[src/rtl/mem_pkg.sv]
// Shared block-memory definitions: geometry of a storage block and the
// footer that links blocks into a frame chain.
package mem_pkg;

    localparam int ADDR_W        = 8;
    localparam int BLOCK_BYTES   = 64;
    localparam int BLOCK_BITS    = BLOCK_BYTES * 8;
    localparam int PAYLOAD_BYTES = 62;
    localparam int PAYLOAD_BITS  = PAYLOAD_BYTES * 8;
    localparam int FOOTER_BITS   = BLOCK_BITS - PAYLOAD_BITS;

    // Footer occupies the low 16 bits of a block; eop marks the last block
    // of a frame, next_idx links to the following block otherwise.
    typedef struct packed {
        logic                            eop;
        logic [FOOTER_BITS-2-ADDR_W:0]   rsvd;
        logic [ADDR_W-1:0]               next_idx;
    } footer_t;

    // Byte k of a payload, first-written byte most significant.
    function automatic logic [7:0] payload_byte(input logic [PAYLOAD_BITS-1:0] payload,
                                                input int                      k);
        return payload[PAYLOAD_BITS-1-8*k -: 8];
    endfunction

endpackage

[src/rtl/memory_read_ctrl.sv]
// Frame read controller: walks a linked chain of memory blocks, streams
// each block's payload as bytes, and returns every block to the free list
// once its last byte has been accepted by the sink.
//
// state     | meaning
// ----------+-----------------------------------------------------------
// S_IDLE    | waiting for a frame request (head block index)
// S_RD_REQ  | read request for curr_idx held until memory accepts it
// S_RD_WAIT | waiting for the read data pulse
// S_STREAM  | emitting the 62 payload bytes of the current block
// S_FREE    | returning curr_idx to the free list, held until granted
module memory_read_ctrl
    import mem_pkg::*;
(
    input  logic                  clk,
    input  logic                  rst_n,
    input  logic                  start_i,
    input  logic [ADDR_W-1:0]     start_idx_i,
    output logic                  start_ready_o,
    input  logic                  mem_ready_i,
    output logic                  mem_re_o,
    output logic [ADDR_W-1:0]     mem_addr_o,
    input  logic                  mem_rvalid_i,
    input  logic [BLOCK_BITS-1:0] mem_rdata_i,
    output logic [7:0]            data_o,
    output logic                  data_valid_o,
    output logic                  data_begin_o,
    output logic                  data_end_o,
    input  logic                  data_ready_i,
    output logic                  fl_free_req_o,
    output logic [ADDR_W-1:0]     fl_free_idx_o,
    input  logic                  fl_free_gnt_i
);

    typedef enum logic [2:0] {
        S_IDLE,
        S_RD_REQ,
        S_RD_WAIT,
        S_STREAM,
        S_FREE
    } state_t;

    localparam int               CNT_W     = $clog2(BLOCK_BYTES);
    localparam logic [CNT_W-1:0] LAST_BYTE = CNT_W'(PAYLOAD_BYTES - 1);

    state_t                  r_state;
    state_t                  w_next_state;
    logic [ADDR_W-1:0]       r_curr_idx;
    logic [ADDR_W-1:0]       r_next_idx;
    logic [PAYLOAD_BITS-1:0] r_payload;
    logic                    r_eop;
    logic                    r_head;
    logic [CNT_W-1:0]        r_byte_cnt;

    footer_t                 w_footer;
    logic                    w_unused_rsvd;
    logic                    w_start_acc;
    logic                    w_byte_acc;
    logic                    w_last_acc;

    assign w_footer      = footer_t'(mem_rdata_i[FOOTER_BITS-1:0]);
    assign w_unused_rsvd = ^w_footer.rsvd;
    assign w_start_acc   = (r_state == S_IDLE) && start_i;
    assign w_byte_acc    = (r_state == S_STREAM) && data_ready_i;
    assign w_last_acc    = w_byte_acc && (r_byte_cnt == LAST_BYTE);

    // State register; reset abandons any frame in flight without freeing.
    always_ff @(posedge clk or negedge rst_n) begin
        if (!rst_n) r_state <= S_IDLE;
        else        r_state <= w_next_state;
    end

    // Next-state logic; handshake inputs only matter in their own state.
    always_comb begin
        w_next_state = r_state;
        case (r_state)
            S_IDLE:    if (start_i)       w_next_state = S_RD_REQ;
            S_RD_REQ:  if (mem_ready_i)   w_next_state = S_RD_WAIT;
            S_RD_WAIT: if (mem_rvalid_i)  w_next_state = S_STREAM;
            S_STREAM:  if (w_last_acc)    w_next_state = S_FREE;
            S_FREE:    if (fl_free_gnt_i) w_next_state = r_eop ? S_IDLE : S_RD_REQ;
            default:                      w_next_state = S_IDLE;
        endcase
    end

    // Outputs decoded from state; everything not active in a state reads zero.
    always_comb begin
        start_ready_o = 1'b0;
        mem_re_o      = 1'b0;
        mem_addr_o    = '0;
        data_o        = '0;
        data_valid_o  = 1'b0;
        data_begin_o  = 1'b0;
        data_end_o    = 1'b0;
        fl_free_req_o = 1'b0;
        fl_free_idx_o = '0;
        case (r_state)
            S_IDLE: start_ready_o = 1'b1;
            S_RD_REQ: begin
                mem_re_o   = 1'b1;
                mem_addr_o = r_curr_idx;
            end
            S_STREAM: begin
                data_valid_o = 1'b1;
                data_o       = payload_byte(r_payload, int'(r_byte_cnt));
                data_begin_o = r_head && (r_byte_cnt == '0);
                data_end_o   = r_eop && (r_byte_cnt == LAST_BYTE);
            end
            S_FREE: begin
                fl_free_req_o = 1'b1;
                fl_free_idx_o = r_curr_idx;
            end
            default: ;
        endcase
    end

    // Block datapath: current index, captured payload/footer, byte counter.
    // The counter parks on the last byte rather than wrapping inside a block.
    always_ff @(posedge clk or negedge rst_n) begin
        if (!rst_n) begin
            r_curr_idx <= '0;
            r_next_idx <= '0;
            r_payload  <= '0;
            r_eop      <= 1'b0;
            r_head     <= 1'b0;
            r_byte_cnt <= '0;
        end else begin
            if (w_start_acc) begin
                r_curr_idx <= start_idx_i;
                r_head     <= 1'b1;
            end
            if ((r_state == S_RD_WAIT) && mem_rvalid_i) begin
                r_payload  <= mem_rdata_i[BLOCK_BITS-1:FOOTER_BITS];
                r_next_idx <= w_footer.next_idx;
                r_eop      <= w_footer.eop;
                r_byte_cnt <= '0;
            end
            if (w_byte_acc) begin
                if (w_last_acc) r_head     <= 1'b0;
                else            r_byte_cnt <= r_byte_cnt + 1'b1;
            end
            if ((r_state == S_FREE) && fl_free_gnt_i && !r_eop)
                r_curr_idx <= r_next_idx;
        end
    end

endmodule

[config.mk]
export PLATFORM = sky130hd
export DESIGN_NAME = memory_read_ctrl
export DESIGN_NICKNAME = d
export VERILOG_FILES = /design/src/rtl/mem_pkg.sv /design/src/rtl/memory_read_ctrl.sv
export SDC_FILE = /design/constraint.sdc
export NUM_CORES = 1
export LEC_CHECK = 0
export CORE_AREA = 2 2 297 299
export CTS_CLUSTER_SIZE = 14
export DETAILED_ROUTE_END_ITERATION = 8
export DIE_AREA = 0 0 299 301
export PLACE_DENSITY = 0.54
export RECOVER_POWER = 100
export SYNTH_ARGS = -nofsm -noshare
export SYNTH_HDL_FRONTEND = slang
export SYNTH_SLANG_ARGS = --single-unit
[constraint.sdc]
create_clock -name clk -period 6.54 [get_ports clk]
set_input_delay 1.308 -clock clk [delete_from_list [all_inputs] [get_ports clk]]
set_output_delay 1.308 -clock clk [all_outputs]
set_load 0.01 [all_outputs]
==> metrics.log <==
INFO  metric run_status = finished, violations left
INFO  metric failed_checks = capacitance limit, slew limit
INFO  metric fillers = 8824
INFO  metric finish.utilization = 38.0%
INFO  metric layout-area-overhead-vs-synth = 36.0%
INFO  metric grt_overflow = 0
INFO  metric maxSlewViolCount = 544
INFO  metric synth_enable_flop_cells = 0
INFO  metric route.final.wire_length = 88300 µm
INFO  metric cts_tree = built
INFO  metric vdd_drop_max = 0.000215 V
INFO  metric cts.htree.levels = 2
INFO  metric sum_of_negative_setup_slack = 0 ns
INFO  metric tritoncts_buffers = 61
INFO  metric critical_path_class = register to output port
INFO  metric synth.ff_latch_count = 523
INFO  metric critical_path_peak_fanout = 69
INFO  metric cts-root-buf = sky130_fd_sc_hd__clkbuf_16
INFO  metric worstReg2RegStart = r_state[1]
INFO  metric final_common_cell = sky130_fd_sc_hd__nand2_1
INFO  metric ant_nets = 0
INFO  metric hp-class = register to register
INFO  metric placedCellCount = 4158
INFO  metric cts_hold_buf = 0
INFO  metric final_cells = 4286
INFO  metric power.total = 14.7 mW
INFO  metric post_synth_inst_count = 2586
INFO  metric clock_latency_on_the_worst_skew_pair = 0.63 ns
INFO  metric worst_clock_skew = 0.0221 ns
INFO  metric global_route_wire_length_before_repair = 130000 µm
INFO  metric via_count_of_the_first_global_routing_pass = 19900
INFO  metric p_leak = 15.5 nW
INFO  metric crit_required = 5.23 ns
INFO  metric worst_hold_path.endpoint = r_payload[196]
INFO  metric post-route-cell-area = 0.0328 mm²
INFO  metric io-pin-count = 557
INFO  metric regArea = 0.0131 mm²
INFO  metric cts_sinks = 523
INFO  metric floorplan.die_area = 0.0900 mm²
INFO  metric maxSlewHeadroom = -232%
INFO  metric worst-r2r-cell-count = 5
INFO  metric groute.usage.overall = 19.2%
INFO  metric post_synth_main_area_contributors = sky130_fd_sc_hd__dfrtp_1, sky130_fd_sc_hd__nand2_1, sky130_fd_sc_hd__mux4_2, sky130_fd_sc_hd__mux2i_1, sky130_fd_sc_hd__clkbuf_1
INFO  metric timing.reg2reg.setup_slack = 1.75 ns
INFO  metric share_of_post_route_cells_with_drive_strength_above_1 = 8.41%
INFO  metric drv_cap = 5
INFO  metric place_worst_setup_slack = 1.28 ns
INFO  metric router_iterations_before_antenna_repair = 7
INFO  metric synth.net_count = 3118
INFO  metric post-route-worst-setup-slack = 0.405 ns
INFO  metric place_area = 0.0307 mm²
INFO  metric grt_antenna_before_repair = 22
INFO  metric setup_repair_after_global_routing_missed_its_margin = false
INFO  metric grt_max_degree = 213
INFO  metric core_region_area = 0.0865 mm²
INFO  metric start_util = 27.9%
INFO  metric worstHoldPathCells = 2
INFO  metric die_width = 299 µm
INFO  metric startpoint_type = register
INFO  metric synthArstFlopShare = 100%
INFO  metric timing.critical_path.to_type = output port
INFO  metric transition_time_at_the_pin_with_the_least_slew_margin = 4.98 ns
INFO  metric cts-root-to-sink-buffers = 3
INFO  metric number_of_vias_after_detailed_routing = 19700
INFO  metric synth_cell_type_count = 53
INFO  metric syn-mean-instance-area = 9.34 µm²
INFO  metric cts.repair.resized = 0
INFO  metric worst_r2r_endpoint = r_payload[180]
INFO  metric yosys_most_used_dff = sky130_fd_sc_hd__dfrtp_1
INFO  metric cts.reportedPaths.clkPinSlew = 0.06 ns
INFO  metric timing.critical_path.arrival = 4.83 ns
INFO  metric post-route-min-period = 6.14 ns
INFO  metric dp_hpwl = 63300 µm
INFO  metric synth.cell_area = 0.0241 mm²
INFO  metric final_hold_viol_count = 0
INFO  metric route.detailed.vias_per_inst = 4.60
INFO  metric rows = 108
INFO  metric avgRoutedWirePerCell = 20.6 µm
INFO  metric ys_seq_area_share = 54.2%
INFO  metric final_setup_violating_endpoints = 0
INFO  metric yosys.area.top_type = sky130_fd_sc_hd__dfrtp_1
INFO  metric die_h = 301 µm
INFO  metric fmax = 163 MHz
INFO  metric final_nets = 3598
INFO  metric post_cts_buffers = 0
INFO  metric ys_warn_count = 0
INFO  metric multi_input_area = 0.0103 mm²
INFO  metric min_period_over_period = 93.8%
INFO  metric synth_top_area_share = 54.2%
INFO  metric drt_iter0_markers = 1492
INFO  metric p_per_area = 446 mW/mm²
INFO  metric io_buffer_count = 549
INFO  metric timing.hold.worst.start = r_payload[196]
INFO  metric drc = 0
INFO  metric finalHoldWorstSlack = 0.470 ns
INFO  metric final_cell_mix = sky130_fd_sc_hd__nand2_1, sky130_fd_sc_hd__clkdlybuf4s50_1, sky130_fd_sc_hd__dfrtp_1
INFO  metric place.gp.congestion = 0.827
power breakdown:
part	internal [mW]	switching (mW)	total [mW]
Combinational	2.33	2.74	5.07
Sequential	4.86	1.01	5.87
Clock	2.26	1.46	3.71
Total	9.44	5.21	14.7
worst max-delay path by stage:
stage / cells after the start / to / startpoint
after global placement: 7 / data_o[1] / r_byte_cnt[1]
final: 7 / data_o[1] / r_byte_cnt[1]
after CTS: 8 / data_o[3] / r_byte_cnt[1]
after floorplan: 8 / data_o[2] / r_byte_cnt[2]
after global routing: 8 / data_o[6] / r_byte_cnt[1]
after detailed placement: 7 / data_o[1] / r_byte_cnt[1]
metal layers:
metal | vias up | track usage (%) | part of all wire, %
met5 | - | 0 | 0.031
met2 | 531 | 30.8 | 48
met3 | 103 | 3.80 | 5.6
met4 | 4 | 5.80 | 2.0
li1 | 9301 | - | -
met1 | 9763 | 26.4 | 44
critical path, stage by stage, from the launching register on:
cell                              delay (ns)
sky130_fd_sc_hd__dfrtp_4                0.68
sky130_fd_sc_hd__ha_4                   0.72
sky130_fd_sc_hd__buf_6                  0.59
sky130_fd_sc_hd__mux4_2                 0.45
sky130_fd_sc_hd__a221oi_1               0.68
sky130_fd_sc_hd__nor3_1                 0.10
sky130_fd_sc_hd__o31a_1                 0.29
sky130_fd_sc_hd__clkdlybuf4s50_1        0.53
flip-flops by register name, indices dropped and copies added (netlist names):
signal,count
r_eop,1
r_head,1
r_byte_cnt,6
r_payload,496
r_state,3
r_next_idx,8
r_curr_idx,8
cells by family (layout without fill, tap and decap cells):
| family | count (synthesis) | count (layout) | synth area share [%] |
|---|---|---|---|
| other | 0 | 16 | 0 |
| flip-flops | 523 | 523 | 54.2 |
| XOR/XNOR | 6 | 6 | 0.311 |
| AO/OA/AOI/OAI | 96 | 96 | 2.69 |
| multiplexers | 169 | 169 | 13.4 |
| AND/OR/NAND/NOR | 1621 | 1621 | 25.8 |
| buffers and inverters | 166 | 695 | 3.30 |
| adder cells (fa/ha/maj) | 5 | 5 | 0.259 |
synthesized netlist by cell type, types with 2 or more instances:
library cell and count:
sky130_fd_sc_hd__a211oi_1 3, sky130_fd_sc_hd__a21oi_1 23, sky130_fd_sc_hd__a221oi_1 6, sky130_fd_sc_hd__a22oi_1 7, sky130_fd_sc_hd__a2bb2oi_1 5, sky130_fd_sc_hd__a311oi_1 2
sky130_fd_sc_hd__a31oi_1 6, sky130_fd_sc_hd__and2_1 19, sky130_fd_sc_hd__and3_1 2, sky130_fd_sc_hd__buf_1 10, sky130_fd_sc_hd__buf_2 54, sky130_fd_sc_hd__buf_4 6
sky130_fd_sc_hd__buf_6 11, sky130_fd_sc_hd__clkbuf_1 80, sky130_fd_sc_hd__dfrtp_1 523, sky130_fd_sc_hd__ha_1 5, sky130_fd_sc_hd__inv_1 5, sky130_fd_sc_hd__mux2_2 9
sky130_fd_sc_hd__mux2i_1 38, sky130_fd_sc_hd__mux4_1 2, sky130_fd_sc_hd__mux4_2 120, sky130_fd_sc_hd__nand2_1 1548, sky130_fd_sc_hd__nand2b_1 3, sky130_fd_sc_hd__nand3_1 8
sky130_fd_sc_hd__nor2_1 12, sky130_fd_sc_hd__nor2b_1 8, sky130_fd_sc_hd__nor3_1 10, sky130_fd_sc_hd__nor3b_1 2, sky130_fd_sc_hd__nor3b_2 2, sky130_fd_sc_hd__o21ai_0 11
sky130_fd_sc_hd__o21ai_1 5, sky130_fd_sc_hd__o21bai_1 4, sky130_fd_sc_hd__o221ai_1 4, sky130_fd_sc_hd__o22ai_1 3, sky130_fd_sc_hd__o31a_1 5, sky130_fd_sc_hd__o31ai_1 5
sky130_fd_sc_hd__xnor2_2 2, sky130_fd_sc_hd__xor2_1 3
area by class of cell:
class | instances | share of cell area [%]
sequential | 523 | 39.9
clock inverter | 24 | 1.14
inverter | 5 | 0.0572
multi-input combinational | 1897 | 31.3
tap | 1155 | 4.40
clock buffer | 88 | 5.48
timing repair buffer | 578 | 17.6
antenna | 16 | 0.122
(Power assumes the default switching activity.)
